[src/rtl/ring_fifo_flags.sv]
// ring_fifo_flags
//   Single-clock ring-buffer FIFO with show-ahead output, a fill counter and
//   programmable almost-full / almost-empty thresholds. DEPTH may be any
//   integer >= 2: pointers wrap by explicit compare, not by masking.
//   Simultaneous read+write is accepted in every state except empty, where
//   only the write goes through.
//
// Optional feature macro: FIFO_ERR_FLAGS_EN
//   When defined, adds sticky overflow/underflow flags and a clr_err input.
//   A set condition beats clr_err in the same cycle.
//
// Ports
//   clk           rising-edge clock
//   reset         asynchronous active-low reset
//   write/datain  write request and data
//   read          pop the entry currently on dataout
//   dataout       head entry (valid only while val=1)
//   val           FIFO non-empty
//   full          count == DEPTH
//   almost_full   count >= AF_LEVEL
//   almost_empty  count <= AE_LEVEL
//   count         stored entries
//   overflow      [FIFO_ERR_FLAGS_EN] sticky: write rejected
//   underflow     [FIFO_ERR_FLAGS_EN] sticky: read while empty
//   clr_err       [FIFO_ERR_FLAGS_EN] synchronous clear of both sticky flags
module ring_fifo_flags #(
    parameter int DEPTH      = 16,
    parameter int DATA_WIDTH = 8,
    parameter int AF_LEVEL   = 12,
    parameter int AE_LEVEL   = 2,
    localparam int PW = (DEPTH > 1) ? $clog2(DEPTH) : 1,
    localparam int CW = $clog2(DEPTH + 1)
) (
    input  logic                  clk,
    input  logic                  reset,
    input  logic                  write,
    input  logic [DATA_WIDTH-1:0] datain,
    input  logic                  read,
    output logic [DATA_WIDTH-1:0] dataout,
    output logic                  val,
    output logic                  full,
    output logic                  almost_full,
    output logic                  almost_empty,
`ifdef FIFO_ERR_FLAGS_EN
    output logic                  overflow,
    output logic                  underflow,
    input  logic                  clr_err,
`endif
    output logic [CW-1:0]         count
);

    logic [DATA_WIDTH-1:0] mem [DEPTH];
    logic [PW-1:0]         wr_ptr, rd_ptr;
    logic                  rd_acc, wr_acc;

    // Flags are pure decodes of the registered count.
    assign val          = (count != '0);
    assign full         = (count == CW'(DEPTH));
    assign almost_full  = (count >= CW'(AF_LEVEL));
    assign almost_empty = (count <= CW'(AE_LEVEL));

    // A read frees a slot this cycle, so a full FIFO may still take a write.
    assign rd_acc = read & val;
    assign wr_acc = write & (~full | rd_acc);

    function automatic logic [PW-1:0] ptr_inc(input logic [PW-1:0] p);
        return (p == PW'(DEPTH - 1)) ? '0 : p + 1'b1;
    endfunction

    always_ff @(posedge clk or negedge reset) begin
        if (!reset) begin
            wr_ptr <= '0;
            rd_ptr <= '0;
            count  <= '0;
        end else begin
            if (wr_acc) wr_ptr <= ptr_inc(wr_ptr);
            if (rd_acc) rd_ptr <= ptr_inc(rd_ptr);
            if (wr_acc && !rd_acc)      count <= count + 1'b1;
            else if (rd_acc && !wr_acc) count <= count - 1'b1;
        end
    end

    // Storage is deliberately left unreset; val qualifies dataout.
    always_ff @(posedge clk) begin
        if (wr_acc) mem[wr_ptr] <= datain;
    end

    assign dataout = mem[rd_ptr];

`ifdef FIFO_ERR_FLAGS_EN
    always_ff @(posedge clk or negedge reset) begin
        if (!reset) begin
            overflow  <= 1'b0;
            underflow <= 1'b0;
        end else begin
            if (write & ~wr_acc) overflow <= 1'b1;
            else if (clr_err)    overflow <= 1'b0;
            if (read & ~val)     underflow <= 1'b1;
            else if (clr_err)    underflow <= 1'b0;
        end
    end
`endif

endmodule

[config.mk]
export PLATFORM = sky130hd
export DESIGN_NAME = ring_fifo_flags
export DESIGN_NICKNAME = d
export VERILOG_FILES = /design/src/rtl/ring_fifo_flags.sv
export SDC_FILE = /design/constraint.sdc
export NUM_CORES = 1
export LEC_CHECK = 0
export CORE_AREA = 3 3 133 135
export DETAILED_ROUTE_END_ITERATION = 16
export DIE_AREA = 0 0 136 138
export MAX_ROUTING_LAYER = met4
export SLEW_MARGIN = 10
export SYNTH_ARGS = -nofsm -noshare
export SYNTH_HDL_FRONTEND = slang
export SYNTH_SLANG_ARGS = --single-unit
[constraint.sdc]
create_clock -name clk -period 2.9 [get_ports clk]
set_clock_uncertainty 0.2 [all_clocks]
set_input_delay 0.29 -clock clk [delete_from_list [all_inputs] [get_ports clk]]
set_output_delay 0.29 -clock clk [all_outputs]
set_load 0.05 [all_outputs]
==> results of run 1 <==
==> cell families (layout without fill, tap and decap cells) <==
| kind of cell | count (synthesis) | in the layout | synth area share (%) |
|---|---|---|---|
| DFF | 141 | 141 | 72.4 |
| muxes | 51 | 51 | 14.1 |
| AOI/OAI and AO/OA | 43 | 43 | 5.19 |
| and+or+nand+nor | 42 | 42 | 3.37 |
| buffers and inverters | 21 | 90 | 1.69 |
| adders and majority gates | 10 | 10 | 2.30 |
| xor gates and xnor gates | 6 | 6 | 0.913 |
==> metrics by stage <==
stage / utilization, % / TNS, ps / std cells / setup slack (ps) / power, W
detailed placement: 39.2 / 0 / 565 / 91.6 / 0.00599
global route: 43.4 / 0 / 603 / 2.58 / 0.00870
global placement: 39.2 / 0 / 565 / 173 / 0.00595
finish: 43.4 / 0 / 603 / 102 / 0.00833
floorplan: - / -38.0 / 314 / -21.1 / 0.00466
CTS: 43.0 / 0 / 597 / 0.813 / 0.00832
==> power groups by stage <==
stage / Clock (W) / Sequential (W) / Combinational (W)
2_1_floorplan: 0 / 0.00274 / 0.00192
3_3_place_gp: 0 / 0.00273 / 0.00322
3_5_place_dp: 0 / 0.00274 / 0.00325
5_1_grt: 0.00243 / 0.00273 / 0.00355
6_report: 0.00230 / 0.00270 / 0.00333
4_1_cts: 0.00234 / 0.00271 / 0.00328
==> per-layer routing <==
layer	part of all wire [%]	vias to the layer above	GRT usage (%)	wire length [µm]
met5	0	-	-	0
met4	2.3	0	5.89	288
met2	49	80	22.0	6090
met3	3.4	25	3.31	421
li1	-	1378	-	-
met1	45	1559	19.2	5650
==> sequential cells by signal, summed over array words and instances (netlist names) <==
signal / flops
count: 5
wr_ptr: 4
rd_ptr: 4
mem: 128
==> worst max-delay path by stage <==
| stage | from | to | slack (ps) | depth (start not counted) |
|---|---|---|---|---|
| 6_report | rd_ptr[1] | dataout[7] | 100 | 6 |
| 5_1_grt | rd_ptr[1] | dataout[4] | 3 | 6 |
| 4_1_cts | rd_ptr[1] | dataout[0] | 0.8 | 6 |
| 3_5_place_dp | read | mem[15][3] | 90 | 5 |
| 3_3_place_gp | count[2] | count[4] | 170 | 9 |
| 2_1_floorplan | count[3] | almost_empty | -20 | 1 |
==> worst register-to-register path, stage by stage, from the launching register on <==
cell     delay (ps)
dfrtp_2         390
or4_4           580
o31a_1          350
ha_4            190
inv_4            80
ha_4            210
a21o_1          170
a21oi_2         130
mux2i_1         230
xnor2_1         130
==> cell type report <==
| class | count | area share (%) |
|---|---|---|
| multi-input combinational | 152 | 21.3 |
| inverter | 5 | 0.295 |
| clock buffer | 18 | 5.96 |
| tap | 220 | 3.82 |
| sequential | 141 | 58.0 |
| clock inverter | 14 | 2.76 |
| timing repair buffer | 53 | 7.87 |
==> synthesized netlist by cell type <==
cell and n:
o211ai_1 1, nor2_1 16, a21o_1 4, nor3_1 5, or4_4 1, nor2b_1 1, inv_1 5, edfxtp_1 128
a22oi_1 8, a21oi_1 3, buf_2 5, buf_4 1, nand2b_1 3, a2111oi_0 1, buf_1 2, and2_1 1
buf_6 1, o31a_1 1, xnor2_1 5, mux2_2 2, o21ai_0 13, dfrtp_1 13, clkbuf_1 6, mux4_2 24
mux2i_1 25, clkbuf_2 1, a32oi_1 8, nand2_1 11, xor2_1 1, nand3_2 1, o21ai_2 1, nand3_1 3
fa_1 1, ha_1 9, o31ai_1 1, a22o_1 1, a311oi_1 1
==> timing repair <==
action,in CTS,in global routing
hold endpoints to repair,0,0
setup buffers,0,6
pin swaps,0,1
hold buffers,0,0
gates resized for setup,5,9
endpoints found under the setup margin,8,8
==> metrics.md, run 1 <==
| Metric | Value |
|---|---|
| Outcome | finished, final reports clean |
| Initial DRC count | 304 |
| Highest clock rate | 357 MHz |
| Int Power | 0.00548 W |
| Fill cell count | 1475 |
| Peak VDD IR | 0.000764 V |
| Layout Nets | 392 |
| Via count of the first global-routing pass | 3231 |
| Antenna diode count | 0 |
| CP Capture Type | output port |
| Bufs and invs on worst path | 2 |
| P_leak | 2.47 nW |
| Clk buf depth | 2 |
| Total CTS buffers | 17 |
| CP max stage cell | dfrtp_4 |
| Vias | 3042 |
| Final hold viol count | 0 |
| Netlist Area Pre-Place | 0.00576 mm² |
| DP HPWL | 8.54 mm |
| Register bit count reported by yosys | 141 |
| Register-to-register setup slack | 160 ps |
| Syn Inst Count | 314 |
| Total track usage | 14.6% |
| Worst path cell trace | buf_4 -> mux2i_1 -> a22oi_1 -> mux2i_1 -> o21ai_1 -> buf_12 |
| R2R Path Start | count[2] |
| Die X | 136 µm |
| CTS H-tree lvls | 4 |
| # IOs | 29 |
| Most common cell after layout, fill and taps aside | edfxtp_1 |
| First-pass GRT wire length | 19.4 mm |
| TritonCTS clock tree | built |
| Rel. slew slack | 35.9% |
| Setup-failing EPs final | 0 |
| R2R cell count | 9 |
| Synth warnings | 0 |
| Gr ovfl total | 0 |
| DRC | 0 |
| Die Y | 138 µm |
| DR pass1 iterations | 5 |
| Count of input and output buffers | 28 |
| Arr. time, crit path | 2310 ps |
| Post-Syn Area per Cell | 18.3 µm² |
| Area of the multi-input gates | 0.00154 mm² |
| Post-DR wirelength/cell | 20.6 µm |
| Antenna Nets Post-Route | 0 |
| Hold slack | 74.4 ps |
| Top cell type's share of synthesized area | 66.8% |
| Switching Share | 34.2% |
| Top delay family on crit path | compound AO/OA/AOI/OAI gates |
| Most frequent cells in the layout | edfxtp_1 (128), mux2i_1 (25), mux4_2 (24) |
| Root buf cell | clkbuf_16 |
| FF-to-FF End | count[4] |
| Total die area | 0.0188 mm² |
| Cell Area, Placed | 0.00650 mm² |
| Mapped Nets | 336 |
| Clk sinks | 141 |
| P&R area growth vs syn | 25.1% |
| Initial antenna violation count | 0 |
| Cell variety after synth | 37 |
| Final Slew Violations | 0 |
| RSZ-0062 raised after global routing | no |
| Largest net degree at the start of global routing | 18 |
| Layout cells sized above 1 | 26.4% |
| Critical path fanouts, max | 14 |
| Routability Congestion | 0.818 |
| Slew @ Worst Pin | 958 ps |
| DRT Wirelength | 12.4 mm |
| Cells taking the most area after synthesis | edfxtp_1 (67%), mux4_2 (9.4%), dfrtp_1 (5.6%), mux2i_1 (4.3%), ha_1 (2.0%) |
| Via density per instance | 5.04 |
| Worst Path Required | 2410 ps |
| Crit path time final | 2800 ps |
| Combinational Power Share | 40.0% |
| CP Launch Type | flop |
| Critical Path Max Stage Delay | 580 ps |
| Register share of total power | 32.4% |
| Post-route cell area | 0.00720 mm² |
| Core area | 0.0166 mm² |
| Worst Hold Class | in2async |
| Row count | 47 |
| FF+latch area | 0.00418 mm² |
| Clock group share of total power | 27.6% |
| Initial core utilization | 34.7% |
| Power Density | 1160 mW/mm² |
| Clock Pin Slew Worst Setup and Hold Paths | 60 ps |
| Max-cap violations | 0 |
| Post-synthesis sequential area ratio | 72.4% |
| Net Switching | 0.00285 W |
| Final Cycle Share | 96.5% |
| CP dominant cell by count | mux2i_1 |
| Clk_lat worst skew | 420 ps |
| Yosys top cell by area | edfxtp_1 |
| CP Class | reg2out |
Power figures use the tool's default switching activity.
==> inputs of run 2 (changes only) <==
--- a/config.mk
+++ b/config.mk
@@ -5,9 +5,9 @@
 export SDC_FILE = /design/constraint.sdc
 export NUM_CORES = 1
 export LEC_CHECK = 0
-export CORE_AREA = 3 3 133 135
+export CORE_AREA = 5 5 135 137
 export DETAILED_ROUTE_END_ITERATION = 16
-export DIE_AREA = 0 0 136 138
+export DIE_AREA = 0 0 140 142
 export MAX_ROUTING_LAYER = met4
 export SLEW_MARGIN = 10
 export SYNTH_ARGS = -nofsm -noshare
==> metrics.md, run 2 (synthesis results as in run 1) <==
| Metric | Value |
|---|---|
| Vias | 3067 (+0.82%) |
| Outcome | finished, final reports clean |
| CP Launch Type | flop |
| Critical path fanouts, max | 6 (-8) |
| Antenna Nets Post-Route | 0 (unchanged) |
| Setup TNS | 0 ps (unchanged) |
| Final Slew Violations | 0 (unchanged) |
| DRT Wirelength | 12.4 mm (-0.66%) |
| Most frequent cells in the layout | edfxtp_1 (128), mux2i_1 (25), mux4_2 (24) |
| Gr ovfl total | 0 (unchanged) |
| DP HPWL | 8.23 mm (-3.6%) |
| Hold slack | 73.4 ps (-1.01 ps) |
| # IOs | 29 (unchanged) |
| Total CTS buffers | 17 (unchanged) |
| Die X | 140 µm (+2.9%) |
| Worst Hold Class | in2async |
| Via count of the first global-routing pass | 3122 (-3.4%) |
| Most common cell after layout, fill and taps aside | edfxtp_1 |
| Regs by FF count | mem x128, count x5 |
| Max-cap violations | 0 (unchanged) |
| DRC | 0 (unchanged) |
| Via density per instance | 5.09 (+0.82%) |
| Post-CTS Hold Buffers | 0 (unchanged) |
| Initial antenna violation count | 0 (unchanged) |
| P&R area growth vs syn | 23.9% |
| Met1 wire length | 5.25 mm (-7.1%) |
| TritonCTS clock tree | built |
| Crit path time final | 2790 ps (-6.23 ps) |
| CP Capture Type | output port |
| Antenna diode count | 0 (unchanged) |
| CTS H-tree lvls | 4 (unchanged) |
| Post-DR wirelength/cell | 20.5 µm (-0.66%) |
| Core area | 0.0169 mm² (+2.1%) |
| Row count | 48 (+2.1%) |
| RSZ-0062 raised after global routing | no |
| Arr. time, crit path | 2300 ps (about the same) |
| Initial DRC count | 246 (-19%) |
| Power Density | 1140 mW/mm² (-1.7%) |
| Initial core utilization | 34.0% (-0.72 points) |
| Clk sinks | 141 (unchanged) |
| Top reg by flops | mem |
| Clk buf depth | 2 (unchanged) |
| Clock Pin Slew Worst Setup and Hold Paths | 60 ps (about the same) |
| DR pass1 iterations | 4 (-1) |
| Uppermost routed layer | met4 |
| Root buf cell | clkbuf_16 |
| Slew @ Worst Pin | 1080 ps (+127 ps) |
| Worst Path Required | 2410 ps (about the same) |
| Final hold viol count | 0 (unchanged) |
| P_leak | 2.42 nW (-2.1%) |
| Final Cycle Share | 96.3% (-0.21 points) |
| WL met2 | 6.23 mm (+2.3%) |
| Die Y | 142 µm (+2.9%) |
| Layout cells sized above 1 | 24.6% (-1.8 points) |
| R2R cell count | 9 (unchanged) |
| Largest net degree at the start of global routing | 20 (+2) |
| Routability Congestion | 0.752 (-8.1%) |
| Metal3 WL | 742 µm (+76%) |
| Count of input and output buffers | 28 (unchanged) |
| Setup-failing EPs final | 0 (unchanged) |
| Peak VDD IR | 0.000627 V (-18%) |
| First-pass GRT wire length | 18.9 mm (-2.2%) |
| Highest clock rate | 358 MHz (+0.22%) |
| Rel. slew slack | 27.4% (-8.5 points) |
| Total die area | 0.0199 mm² (+5.9%) |
| CP Class | reg2out |
| Total track usage | 13.5% (-1.1 points) |
| Clk_lat worst skew | 410 ps (about the same) |
| Layout Nets | 387 (-1.3%) |
| Max reg flops | 128 (unchanged) |
## run 2: changes by cell type in the layout (fill, tap and decap cells not counted), sizes merged
| cell | before | now |
|---|---|---|
| bufinv | 5 | 3 |
| clkinv | 9 | 8 |
| buf | 33 | 28 |
| clkinvlp | 0 | 3 |
## run 2: metrics by stage
stage | std cells | worst slack [ps] | utilization, % | power (W) | cell area [µm²]
6_report | 603 | 109 | 42.1 | 0.00810 | 7130
2_1_floorplan | 314 | -21.1 | - | 0.00466 | 5790
3_5_place_dp | 567 | 90.1 | 38.5 | 0.00602 | 6520
3_3_place_gp | 567 | 158 | 38.5 | 0.00596 | 6520
5_1_grt | 603 | 15.7 | 42.1 | 0.00848 | 7130
4_1_cts | 602 | 23.4 | 42.1 | 0.00818 | 7120
## run 2: final cells by class
type | count | area [µm²]
clock inverters | 14 | 151
clock buffers | 18 | 429
well taps | 225 | 282
multi-input cells | 152 | 1520
inverters | 5 | 21.3
repair buffers | 48 | 551
flip-flops and latches | 141 | 4180
fillers | 1526 | 9800
## run 2: where the power goes
group / internal [W] / switching, W
Clock: 0.00133 / 0.000767
Combinational: 0.00148 / 0.00182
Sequential: 0.00248 / 0.000220
## run 2: critical path: stages, from the launching register on
cell             delay, ps
dfrtp_2                450
or4_4                  530
nand2b_1               200
clkdlybuf4s50_1        720
## run 2: layer usage
metal	vias to the layer above	track usage, %
li1	1366	-
met1	1570	16.9
met2	121	21.2
met3	10	3.70
met4	0	4.59
met5	-	-
## run 2: repair_timing
item	4_1_cts	5_1_grt
setup buffers	3	1
endpoints found under the setup margin	7	7
gates resized for setup	3	7
pin swaps	0	0
## run 2: worst paths after layout
check                       endpoint  startpoint  slack [ps]
min in group clk            count[0]    count[0]         350
min                         count[2]       reset          70
max reg2reg                 count[4]    count[0]         120
max                              val    count[0]         110
max in group asynchronous  rd_ptr[1]       reset        1960
min reg2reg                 count[0]    count[0]         350
==> inputs of run 3 (changes only) <==
--- a/config.mk
+++ b/config.mk
@@ -9,6 +9,7 @@
 export DETAILED_ROUTE_END_ITERATION = 16
 export DIE_AREA = 0 0 140 142
 export MAX_ROUTING_LAYER = met4
+export PLACE_DENSITY = 0.62
 export SLEW_MARGIN = 10
 export SYNTH_ARGS = -nofsm -noshare
 export SYNTH_HDL_FRONTEND = slang
==> metrics.md, run 3 (synthesis results as in run 1) <==
| Metric | Value |
|---|---|
| Max-cap violations | 0 (unchanged) |
| Count of input and output buffers | 28 (unchanged) |
| Antenna diode count | 0 (unchanged) |
| CP Launch Type | flop |
| Critical path fanouts, max | 5 (-1) |
| DP HPWL | 8.18 mm (-0.65%) |
| Total die area | 0.0199 mm² (unchanged) |
| Dpl cells | 572 (+0.88%) |
| Arr. time, crit path | 2310 ps (about the same) |
| DR pass1 iterations | 4 (unchanged) |
| Total track usage | 13.9% (+0.45 points) |
| Gr ovfl total | 0 (unchanged) |
| Hold slack | 76.1 ps (+2.67 ps) |
| R2R Path Start | count[2] |
| Design Power | 0.00831 W (+2.5%) |
| Slew @ Worst Pin | 955 ps (-130 ps) |
| Most common cell after layout, fill and taps aside | edfxtp_1 |
| DRT Wirelength | 12.4 mm (+0.37%) |
| Worst Path Required | 2410 ps (about the same) |
| Outcome | finished, final reports clean |
| Most frequent cells in the layout | edfxtp_1 (128), mux2i_1 (25), mux4_2 (24) |
| RSZ-0062 raised after global routing | no |
| Layout cells sized above 1 | 25.5% (+0.86 points) |
| P_leak | 2.45 nW (+1.4%) |
| Initial DRC count | 289 (+17%) |
| Core area | 0.0169 mm² (unchanged) |
| FF+latch area | 0.00418 mm² (about the same) |
| Layout Nets | 390 (+0.78%) |
| # IOs | 29 (unchanged) |
| Crit path time final | 2800 ps (+10.8 ps) |
| Clk sinks | 141 (unchanged) |
| Root buf cell | clkbuf_16 |
| Antenna Nets Post-Route | 0 (unchanged) |
| Rel. slew slack | 36.1% (+8.7 points) |
| Regs by FF count | mem x128, count x5 |
| Clk buf depth | 2 (unchanged) |
| DRC | 0 (unchanged) |
| Top reg by flops | mem |
| Non-Filler Instances | 606 (+0.50%) |
| Area of the multi-input gates | 0.00152 mm² (unchanged) |
| Peak VDD IR | 0.000624 V (-0.59%) |
| Initial antenna violation count | 0 (unchanged) |
| Via count of the first global-routing pass | 3286 (+5.3%) |
| Power Density | 1150 mW/mm² (+1.6%) |
| Die X | 140 µm (unchanged) |
| Vias | 3041 (-0.85%) |
| First-pass GRT wire length | 19.7 mm (+4.1%) |
| Die Y | 142 µm (unchanged) |
| Row count | 48 (unchanged) |
| Largest net degree at the start of global routing | 20 (unchanged) |
| Final Slew Violations | 0 (unchanged) |
| Setup-failing EPs final | 0 (unchanged) |
| Max reg flops | 128 (unchanged) |
| Routability Congestion | 0.829 (+10%) |
| P&R area growth vs syn | 25.0% |
| Via density per instance | 5.02 (-1.3%) |
| Worst Hold Class | in2async |
| Final Cycle Share | 96.6% (+0.37 points) |
| Fill cell count | 1507 (-1.2%) |
| CTS H-tree lvls | 4 (unchanged) |
| Clk_lat worst skew | 420 ps (about the same) |
| Highest clock rate | 357 MHz (-0.39%) |
| TritonCTS clock tree | built |
| Total CTS buffers | 17 (unchanged) |
| Crit. Startpoint | count[2] |
| CP Class | reg2out |
| CP Capture Type | output port |
| Initial core utilization | 34.0% (unchanged) |
| Clock Pin Slew Worst Setup and Hold Paths | 60 ps (about the same) |
| Final hold viol count | 0 (unchanged) |
| Post-DR wirelength/cell | 20.5 µm (-0.12%) |
run 3: cell types whose count changed in the layout (fill, tap and decap cells not counted), sizes merged:
cell,delta
clkinv,-2
buf,+3
bufinv,+2
run 3: per-stage QoR:
| step | setup TNS, ps | setup slack, ps | cell area, µm² | util (%) |
|---|---|---|---|---|
| floorplan | -38.0 | -21.1 | 5790 | - |
| global placement | 0 | 170 | 6540 | 38.6 |
| detailed placement | 0 | 117 | 6540 | 38.6 |
| CTS | 0 | 3.28 | 7190 | 42.5 |
| global route | 0 | 14.7 | 7200 | 42.5 |
| finish | 0 | 97.7 | 7200 | 42.5 |
run 3: worst paths after layout:
kind	cells after the start	endpoint	slack (ps)
max in group asynchronous	1	rd_ptr[1]	1940
min in group clk	3	rd_ptr[2]	400
max	3	val	100
max reg2reg	9	count[4]	130
min	1	rd_ptr[0]	80
min reg2reg	2	count[0]	410
run 3: area by class of cell:
cell class | instances | area share (%)
clock inverters | 14 | 2.76
repair buffers | 51 | 7.84
well taps | 225 | 3.91
inverters | 5 | 0.296
clock buffers | 18 | 5.96
flip-flops and latches | 141 | 58.1
multi-input cells | 152 | 21.1
run 3: critical path, stage by stage, from the launching register on:
cell             delay [ps]
dfrtp_2                 400
or4_4                   570
nand2b_1                200
clkdlybuf4s50_1         720
run 3: per-layer routing:
| layer | global-route usage, % | vias to the layer above | part of all wire, % |
|---|---|---|---|
| met5 | - | - | 0 |
| li1 | - | 1375 | - |
| met2 | 22.6 | 78 | 52 |
| met1 | 17.2 | 1578 | 43 |
| met3 | 3.86 | 10 | 3.7 |
| met4 | 4.13 | 0 | 0.93 |
run 3: repair_timing:
item / 4_1_cts / 5_1_grt
buffers inserted: 2 / 0
hold buffers: 0 / 0
endpoints found under the setup margin: 8 / 6
resized for setup: 4 / 6
run 3: where the power goes:
| part | total [W] | leakage, nW | switching (W) | internal [W] |
|---|---|---|---|---|
| Clock | 0.00231 | 0.298 | 0.000798 | 0.00151 |
| Sequential | 0.00269 | 1.31 | 0.000209 | 0.00248 |
| Combinational | 0.00331 | 0.847 | 0.00183 | 0.00148 |
